--- src/rtl/tlb_miss_walker_if.sv ---
// Handshake bundle between the TLB, the page-table walker and the memory port.
// The master modport is the walker's view; slave is the surrounding system's view.
interface tlb_miss_walker_if #(
  parameter int PAGE_INDEX_BITS = 20,
  parameter int ASID_WIDTH      = 8
);
  localparam int ADDR_W = PAGE_INDEX_BITS + 12;

  logic                       miss_valid;
  logic                       miss_ready;
  logic [PAGE_INDEX_BITS-1:0] miss_vpage_idx;
  logic [ASID_WIDTH-1:0]      miss_asid;
  logic [PAGE_INDEX_BITS-1:0] ptbr;
  logic                       abort;

  logic                       mem_req_valid;
  logic                       mem_req_ready;
  logic [ADDR_W-1:0]          mem_req_addr;
  logic                       mem_resp_valid;
  logic [ADDR_W-1:0]          mem_resp_data;

  logic                       tlb_update_en;
  logic [PAGE_INDEX_BITS-1:0] tlb_vpage_idx;
  logic [ASID_WIDTH-1:0]      tlb_asid;
  logic [PAGE_INDEX_BITS-1:0] tlb_ppage_idx;
  logic                       tlb_present;
  logic                       tlb_exe_writable;
  logic                       tlb_supervisor;
  logic                       tlb_global;
  logic                       walk_fault;

  modport master (
    input  miss_valid, miss_vpage_idx, miss_asid, ptbr, abort,
    input  mem_req_ready, mem_resp_valid, mem_resp_data,
    output miss_ready, mem_req_valid, mem_req_addr,
    output tlb_update_en, tlb_vpage_idx, tlb_asid, tlb_ppage_idx,
    output tlb_present, tlb_exe_writable, tlb_supervisor, tlb_global, walk_fault
  );

  modport slave (
    output miss_valid, miss_vpage_idx, miss_asid, ptbr, abort,
    output mem_req_ready, mem_resp_valid, mem_resp_data,
    input  miss_ready, mem_req_valid, mem_req_addr,
    input  tlb_update_en, tlb_vpage_idx, tlb_asid, tlb_ppage_idx,
    input  tlb_present, tlb_exe_writable, tlb_supervisor, tlb_global, walk_fault
  );
endinterface

--- src/rtl/tlb_miss_walker.sv ---
// Two-level hardware page-table walker: turns a TLB miss into PDE/PTE reads and
// a single TLB update pulse, or a fault pulse when the directory entry is absent.
module tlb_miss_walker #(
  parameter int PAGE_INDEX_BITS = 20,
  parameter int ASID_WIDTH      = 8
) (
  input logic                clk,
  input logic                reset,
  tlb_miss_walker_if.master  bus
);
  localparam int ADDR_W  = PAGE_INDEX_BITS + 12;
  localparam int L2_BITS = 10;

  typedef enum logic [2:0] {
    IDLE, L1_REQ, L1_WAIT, L2_REQ, L2_WAIT, UPDATE, DRAIN
  } state_t;

  state_t                     state, state_next;
  logic [PAGE_INDEX_BITS-1:0] vpage_q, ptbr_q, pde_base_q, ppage_q;
  logic [ASID_WIDTH-1:0]      asid_q;
  logic [3:0]                 flags_q;
  logic                       update_q, fault_q;

  logic                       resp_take, pde_present;
  logic [ADDR_W-1:0]          l1_addr, l2_addr;
  logic                       resp_unused;

  // A response coinciding with abort is consumed but its contents are dropped.
  assign resp_take   = bus.mem_resp_valid && !bus.abort;
  assign pde_present = bus.mem_resp_data[0];
  assign resp_unused = ^bus.mem_resp_data[11:4];

  assign l1_addr = {ptbr_q, 12'h000} |
                   ADDR_W'({vpage_q[PAGE_INDEX_BITS-1:L2_BITS], 2'b00});
  assign l2_addr = {pde_base_q, vpage_q[L2_BITS-1:0], 2'b00};

  always_ff @(posedge clk or posedge reset) begin
    if (reset) state <= IDLE;
    else       state <= state_next;
  end

  always_comb begin
    state_next = state;
    unique case (state)
      IDLE:    if (bus.miss_valid) state_next = L1_REQ;
      L1_REQ:  if (bus.abort) state_next = IDLE;
               else if (bus.mem_req_ready) state_next = L1_WAIT;
      L1_WAIT: if (bus.mem_resp_valid) state_next = (resp_take && pde_present) ? L2_REQ : IDLE;
               else if (bus.abort) state_next = DRAIN;
      L2_REQ:  if (bus.abort) state_next = IDLE;
               else if (bus.mem_req_ready) state_next = L2_WAIT;
      L2_WAIT: if (bus.mem_resp_valid) state_next = resp_take ? UPDATE : IDLE;
               else if (bus.abort) state_next = DRAIN;
      UPDATE:  state_next = IDLE;
      DRAIN:   if (bus.mem_resp_valid) state_next = IDLE;
      default: state_next = IDLE;
    endcase
  end

  always_comb begin
    bus.miss_ready    = 1'b0;
    bus.mem_req_valid = 1'b0;
    bus.mem_req_addr  = '0;
    case (state)
      IDLE:    bus.miss_ready = 1'b1;
      L1_REQ:  begin
        bus.mem_req_valid = 1'b1;
        bus.mem_req_addr  = l1_addr;
      end
      L2_REQ:  begin
        bus.mem_req_valid = 1'b1;
        bus.mem_req_addr  = l2_addr;
      end
      default: ;
    endcase
  end

  // Walk context and fetched entry; update/fault pulses are registered off the response cycle.
  always_ff @(posedge clk or posedge reset) begin
    if (reset) begin
      vpage_q    <= '0;
      asid_q     <= '0;
      ptbr_q     <= '0;
      pde_base_q <= '0;
      ppage_q    <= '0;
      flags_q    <= '0;
      update_q   <= 1'b0;
      fault_q    <= 1'b0;
    end else begin
      update_q <= (state == L2_WAIT) && resp_take;
      fault_q  <= (state == L1_WAIT) && resp_take && !pde_present;
      if (state == IDLE && bus.miss_valid) begin
        vpage_q <= bus.miss_vpage_idx;
        asid_q  <= bus.miss_asid;
        ptbr_q  <= bus.ptbr;
      end
      if (state == L1_WAIT && resp_take)
        pde_base_q <= bus.mem_resp_data[ADDR_W-1:12];
      if (state == L2_WAIT && resp_take) begin
        ppage_q <= bus.mem_resp_data[ADDR_W-1:12];
        flags_q <= bus.mem_resp_data[3:0];
      end
    end
  end

  assign bus.tlb_update_en    = update_q;
  assign bus.walk_fault       = fault_q;
  assign bus.tlb_vpage_idx    = vpage_q;
  assign bus.tlb_asid         = asid_q;
  assign bus.tlb_ppage_idx    = ppage_q;
  assign bus.tlb_present      = flags_q[0];
  assign bus.tlb_exe_writable = flags_q[1];
  assign bus.tlb_supervisor   = flags_q[2];
  assign bus.tlb_global       = flags_q[3];
endmodule

--- src/flat_wrapper.sv ---
// flat-port wrapper written by rule: the top's interface ports become plain ports
module tlb_miss_walker_flat 
#(
  parameter int PAGE_INDEX_BITS = 20,
  parameter int ASID_WIDTH      = 8
)
  (clk, reset, bus_miss_valid, bus_miss_vpage_idx, bus_miss_asid, bus_ptbr, bus_abort, bus_mem_req_ready, bus_mem_resp_valid, bus_mem_resp_data, bus_miss_ready, bus_mem_req_valid, bus_mem_req_addr, bus_tlb_update_en, bus_tlb_vpage_idx, bus_tlb_asid, bus_tlb_ppage_idx, bus_tlb_present, bus_tlb_exe_writable, bus_tlb_supervisor, bus_tlb_global, bus_walk_fault);
  tlb_miss_walker_if #(.PAGE_INDEX_BITS(PAGE_INDEX_BITS), .ASID_WIDTH(ASID_WIDTH)) bus_i ();
  input logic clk;
  input logic reset;
  input wire logic [$bits(bus_i.miss_valid)-1:0] bus_miss_valid;
  input wire logic [$bits(bus_i.miss_vpage_idx)-1:0] bus_miss_vpage_idx;
  input wire logic [$bits(bus_i.miss_asid)-1:0] bus_miss_asid;
  input wire logic [$bits(bus_i.ptbr)-1:0] bus_ptbr;
  input wire logic [$bits(bus_i.abort)-1:0] bus_abort;
  input wire logic [$bits(bus_i.mem_req_ready)-1:0] bus_mem_req_ready;
  input wire logic [$bits(bus_i.mem_resp_valid)-1:0] bus_mem_resp_valid;
  input wire logic [$bits(bus_i.mem_resp_data)-1:0] bus_mem_resp_data;
  output wire logic [$bits(bus_i.miss_ready)-1:0] bus_miss_ready;
  output wire logic [$bits(bus_i.mem_req_valid)-1:0] bus_mem_req_valid;
  output wire logic [$bits(bus_i.mem_req_addr)-1:0] bus_mem_req_addr;
  output wire logic [$bits(bus_i.tlb_update_en)-1:0] bus_tlb_update_en;
  output wire logic [$bits(bus_i.tlb_vpage_idx)-1:0] bus_tlb_vpage_idx;
  output wire logic [$bits(bus_i.tlb_asid)-1:0] bus_tlb_asid;
  output wire logic [$bits(bus_i.tlb_ppage_idx)-1:0] bus_tlb_ppage_idx;
  output wire logic [$bits(bus_i.tlb_present)-1:0] bus_tlb_present;
  output wire logic [$bits(bus_i.tlb_exe_writable)-1:0] bus_tlb_exe_writable;
  output wire logic [$bits(bus_i.tlb_supervisor)-1:0] bus_tlb_supervisor;
  output wire logic [$bits(bus_i.tlb_global)-1:0] bus_tlb_global;
  output wire logic [$bits(bus_i.walk_fault)-1:0] bus_walk_fault;
  assign bus_i.miss_valid = bus_miss_valid;
  assign bus_i.miss_vpage_idx = bus_miss_vpage_idx;
  assign bus_i.miss_asid = bus_miss_asid;
  assign bus_i.ptbr = bus_ptbr;
  assign bus_i.abort = bus_abort;
  assign bus_i.mem_req_ready = bus_mem_req_ready;
  assign bus_i.mem_resp_valid = bus_mem_resp_valid;
  assign bus_i.mem_resp_data = bus_mem_resp_data;
  assign bus_miss_ready = bus_i.miss_ready;
  assign bus_mem_req_valid = bus_i.mem_req_valid;
  assign bus_mem_req_addr = bus_i.mem_req_addr;
  assign bus_tlb_update_en = bus_i.tlb_update_en;
  assign bus_tlb_vpage_idx = bus_i.tlb_vpage_idx;
  assign bus_tlb_asid = bus_i.tlb_asid;
  assign bus_tlb_ppage_idx = bus_i.tlb_ppage_idx;
  assign bus_tlb_present = bus_i.tlb_present;
  assign bus_tlb_exe_writable = bus_i.tlb_exe_writable;
  assign bus_tlb_supervisor = bus_i.tlb_supervisor;
  assign bus_tlb_global = bus_i.tlb_global;
  assign bus_walk_fault = bus_i.walk_fault;
  tlb_miss_walker #(.PAGE_INDEX_BITS(PAGE_INDEX_BITS), .ASID_WIDTH(ASID_WIDTH)) u_core (.clk(clk), .reset(reset), .bus(bus_i));
endmodule
--- config.mk ---
export PLATFORM = sky130hd
export DESIGN_NAME = tlb_miss_walker_flat
export DESIGN_NICKNAME = d
export VERILOG_FILES = /design/src/rtl/tlb_miss_walker_if.sv /design/src/rtl/tlb_miss_walker.sv /design/src/flat_wrapper.sv
export SDC_FILE = /design/constraint.sdc
export NUM_CORES = 1
export LEC_CHECK = 0
export CAP_MARGIN = 20
export CELL_PAD_IN_SITES_DETAIL_PLACEMENT = 0
export CELL_PAD_IN_SITES_GLOBAL_PLACEMENT = 1
export CORE_ASPECT_RATIO = 0.5
export CORE_MARGIN = 2
export CORE_UTILIZATION = 34
export CTS_BUF_LIST = sky130_fd_sc_hd__clkbuf_4 sky130_fd_sc_hd__clkbuf_8 sky130_fd_sc_hd__clkbuf_16
export DETAILED_ROUTE_END_ITERATION = 6
export PLACE_DENSITY_LB_ADDON = 0.05
export SETUP_SLACK_MARGIN = 0.3
export SLEW_MARGIN = 20
export SYNTH_ARGS = -nofsm -noshare
export SYNTH_HDL_FRONTEND = slang
export SYNTH_SLANG_ARGS = --single-unit
export TNS_END_PERCENT = 100
--- constraint.sdc ---
create_clock -name clk -period 4 [get_ports clk]
set_input_delay 1 -clock clk [delete_from_list [all_inputs] [get_ports clk]]
set_output_delay 1 -clock clk [all_outputs]
set_load 0.01 [all_outputs]
---- After elaboration in Yosys (flattened, before gate mapping) ----
Index checks and enable logic that the tools add are counted.
cells by class
  bitwise gates (word level) .............. 1
  reductions and logical operators ........ 11
  equality and inequality tests ........... 9
  mux-type cells .......................... 15
operator list
  cell                  count
  $pmux W32 S2          1
  $or A32 B12 Y32       1
  $mux W3               10
  $pmux W3 S6           1
  $eq A3 B2 Y1 const B  2
  $eq A3 B3 Y1 const B  2
  $logic_and A1 B1 Y1   6
  $ne A3 B3 Y1 const B  2
  $ne A2 B2 Y1 const B  2
  $reduce_and A4 Y1     1
  $eq A3 B1 Y1 const B  1
  $logic_not A3 Y1      1
  $logic_not A1 Y1      2
  $mux W1               2
  $mux W2               1
  $reduce_or A2 Y1      1
storage, ports and cells
  register bits after elaboration ......... 97
  bits of input ports ..................... 86
  logic and storage cells ................. 45

---- Longest topological paths before layout ----
  depth in word-level cells ............... 6
  gate-level depth with buffers ........... 6
  depth with buffers taken out ............ 4

---- Worst setup path before layout ----
Ideal clock, no wire load.
  kind .................................... register -> output
  from .................................... reg u_core.state[1]
  to ...................................... out bus_mem_req_addr[10]
  data required time ...................... 3000 ps
  path slack .............................. 1761 ps
  arrival time ............................ 1239 ps
  buffers on the path ..................... 3
  cell stages (with the launch flop) ...... 6
  path through ............................ dfrtp_1 > clkbuf_1 > buf_2 > buf_2 > mux2i_1 > nor2_1
on the way
  longest elaborated chain between the ends .. 2
ends and longest elaborated chain
  element                                       line                   source
  start, declared                               tlb_miss_walker.sv:18  state_t state, state_next;
  start signal, assigned                        tlb_miss_walker.sv:39  else state <= state_next;
  $eq A3 B2 Y1 or $eq A3 B1 Y1 (tied branches)  tlb_miss_walker.sv:64  case (state)
  $pmux W32 S2 *                                tlb_miss_walker.sv:64
  end, declared                                 flat_wrapper.sv:21     output wire logic [$bits(bus_i.mem_req_addr)-1:0] bus_mem_req_addr;
Every way passes the cells marked *; elsewhere a longest branch is shown, timed or not.

---- Worst setup path in the final report ----
  from .................................... reg u_core.state[1]
  to ...................................... out bus_mem_req_addr[11]
The elaborated chain is that of the path after synthesis.

==> impl_metrics.tcl <==
set metrics [dict create \
    dpl.hpwl_mm 7.57 \
    overflow 0 \
    yosysTopAreaCell "dfrtp_1" \
    cp.arrival_ns 2.47 \
    finalCritPeriodShare_pct 86.8 \
    hold_viol 0 \
    core_area_um2 12700 \
    reg2reg_from "u_core.state[1]" \
    cts_setup_buffers 0 \
    routed_via_density 4.65 \
    root_buffer "clkbuf_16" \
    cts_tree "yes" \
    finalClockSkew_ns 0.00390 \
    tightestPinTransition_ns 1.08 \
    worstPathRequired_ns 3.00 \
    die_area_um2 13900 \
    powerDensity_nw_per_um2 714 \
    ir_drop_v 0.000355 \
    crit_cells 4 \
    pin_count 174 \
    drcViolationCount 0 \
    start_util_pct 34.8 \
    netlist_instances 320 \
    syn_area_per_cell_um2 13.8 \
    vias 2992 \
    ctsLongestPathBuffers 2 \
    grt_use_total_pct 15.6 \
    cts_sinks 97 \
    cp-start-kind "register" \
    drv_slew 0 \
    first_iter_violations 110 \
    rsz0062_at_grt "false" \
    max_stage_delay_ns 1.08 \
    routed_wirelength_mm 10.8 \
    syn2layout_area_growth_pct 45.0 \
    fillers 1101 \
    ys_types 31 \
    critPathBufInv 2 \
    rows 29 \
    dp.cells 628 \
    setup_viol_count_final 0 \
    cts_buffers 9 \
    yosys_warnings 0 \
    globalplace.congestion 0.732 \
    crit-reg2reg-capture "u_core.bus.tlb_asid[5]" \
    critPathKind "reg2out" \
    cp-startpoint "u_core.state[1]" \
    slew_headroom_pct 28.2 \
    synth.cell_area_um2 4410 \
    cts.reportedPaths.clkPinSlew_ns 0.06 \
    ys_seq_area_share_pct 55.1 \
    timing.fmax_mhz 288 \
    port_buffers 163 \
    end_kind "output pin" \
    clk_latency_ns 0.33 \
    post_cts_resized 0 \
    worst_slack_ns 0.527 \
    r2r_cells 4 \
    synth_area_leaders "dfrtp_1, mux2_2, mux2i_1" \
    grt_pass1_wl_mm 16.7 \
    outcome "finished clean" \
    finalNonFillerCells 643 \
    htreeDepth 3 \
    ant_nets 0 \
    crit_end "bus_mem_req_addr[11]" \
    period_minus_slack_ns 3.47 \
    synth-seq-cells 97 \
    cp_top_family "flip-flops" \
    wl_per_cell_um 16.7 \
    die_width_um 165 \
    r2r_setup_slack_ns 1.49 \
    crit_chain "buf_4 > mux2i_1 > nor2_1 > clkdlybuf4s50_1" \
    pre_cts_slack_ns 0.841 \
    power.leakage_uw 0.00273 \
    die_h_um 84.5 \
    final_cell_mix "clkdlybuf4s50_1, dfrtp_1, mux2_2" \
    layout-drive-gt1-share_pct 22.0 \
    layout.nets 555 \
    path_max_fanout 39 \
    fin_util_pct 50.5 \
    timing.setup.tns_ns 0 \
    cts.hold.buffers_added 0 \
    dr.pass1.iters 4 \
    final_common_cell "clkdlybuf4s50_1" \
    first_global_vias 3183 \
    slowest_stage "dfrtp_2" \
    diodes 0 \
    grt_antenna_before_repair 0 \
    max_cap_violations 0 \
    grt_max_degree 55 \
    hp-class "reg2reg" \
    synth_top_area_share_pct 55.1 \
]
==> power by group <==
part	internal (uW)	switching, uW	leakage [uW]
Combinational	1240	762	0.00138
Sequential	1410	309	0.00120
Clock	492	353	0.000146
Total	3140	1420	0.00273
==> cell type report <==
cell class	instances	area, um^2	share of cell area (%)
repair buffers	169	1700	26.6
clock buffers	11	240	3.76
inverters	4	17.5	0.274
multi-input cells	188	1750	27.3
clock inverters	4	45.0	0.705
well taps	170	213	3.33
flip-flops and latches	97	2430	38.0
==> state kept, by name, summed over array words and instances (netlist names) <==
register,flops
u_core.bus.tlb_asid,8
u_core.pde_base_q,20
u_core.bus.tlb_ppage_idx,20
u_core.flags_q,4
u_core.ptbr_q,20
u_core.bus.tlb_update_en,1
u_core.bus.tlb_vpage_idx,20
u_core.state,3
u_core.bus.walk_fault,1
==> worst min path at each step <==
stage / from / to / slack [ns] / depth (start not counted)
after CTS: u_core.ptbr_q[7] / u_core.ptbr_q[7] / 0.49 / 1
final: u_core.ptbr_q[7] / u_core.ptbr_q[7] / 0.49 / 1
after floorplan: u_core.ptbr_q[0] / u_core.ptbr_q[0] / 0.46 / 1
after global routing: u_core.ptbr_q[7] / u_core.ptbr_q[7] / 0.51 / 1
after detailed placement: u_core.ptbr_q[7] / u_core.ptbr_q[7] / 0.48 / 1
after global placement: u_core.ptbr_q[6] / u_core.ptbr_q[6] / 0.47 / 1
==> metal layers <==
layer	global-route usage, %	routed length, um
met1	19.4	4830
met2	26.3	5010
met3	5.34	834
met4	3.64	90
met5	0	0
==> worst register-to-register path, stage by stage (launching register included) <==
cell and delay [ns]:
dfrtp_2 0.79, nor3_2 0.37, and2_2 0.56, buf_12 0.28
mux2_2 0.39
==> Yosys cell counts, drive strengths merged <==
library cell and instances:
nor3 1, a32oi 2, nor2 34, nand2 2, and4 1, clkbuf 5
and2 1, a41oi 1, and2b 1, or3 1, buf 27, o21ai 2
a21o 1, nand3b 2, o32ai 1, o2bb2ai 1, inv 4, conb 1
dfrtp 97, or2 1, nor2b 2, mux2i 30, nand2b 3, mux2 92
nor3b 2, a21oi 4, nand3 1
==> cells by family (layout without fill, tap and decap cells) <==
group / Yosys count / count (layout) / share of synthesized area (%)
other cells: 1 / 2 / 0.0851
mux: 122 / 122 / 31.9
buf+inv: 36 / 188 / 5.45
flops: 97 / 97 / 55.1
simple gates: 52 / 52 / 5.59
compound gates: 12 / 12 / 1.85
==> metrics by stage <==
step	total power [uW]	hold slack [ns]	instance area, um^2
global placement	3700	0.468	6110
finish	4560	0.485	6390
detailed placement	3760	0.478	6110
CTS	4630	0.492	6390
floorplan	2790	0.457	4410
global route	4840	0.509	6390
Note: power is estimated with default switching activity, not from simulation.
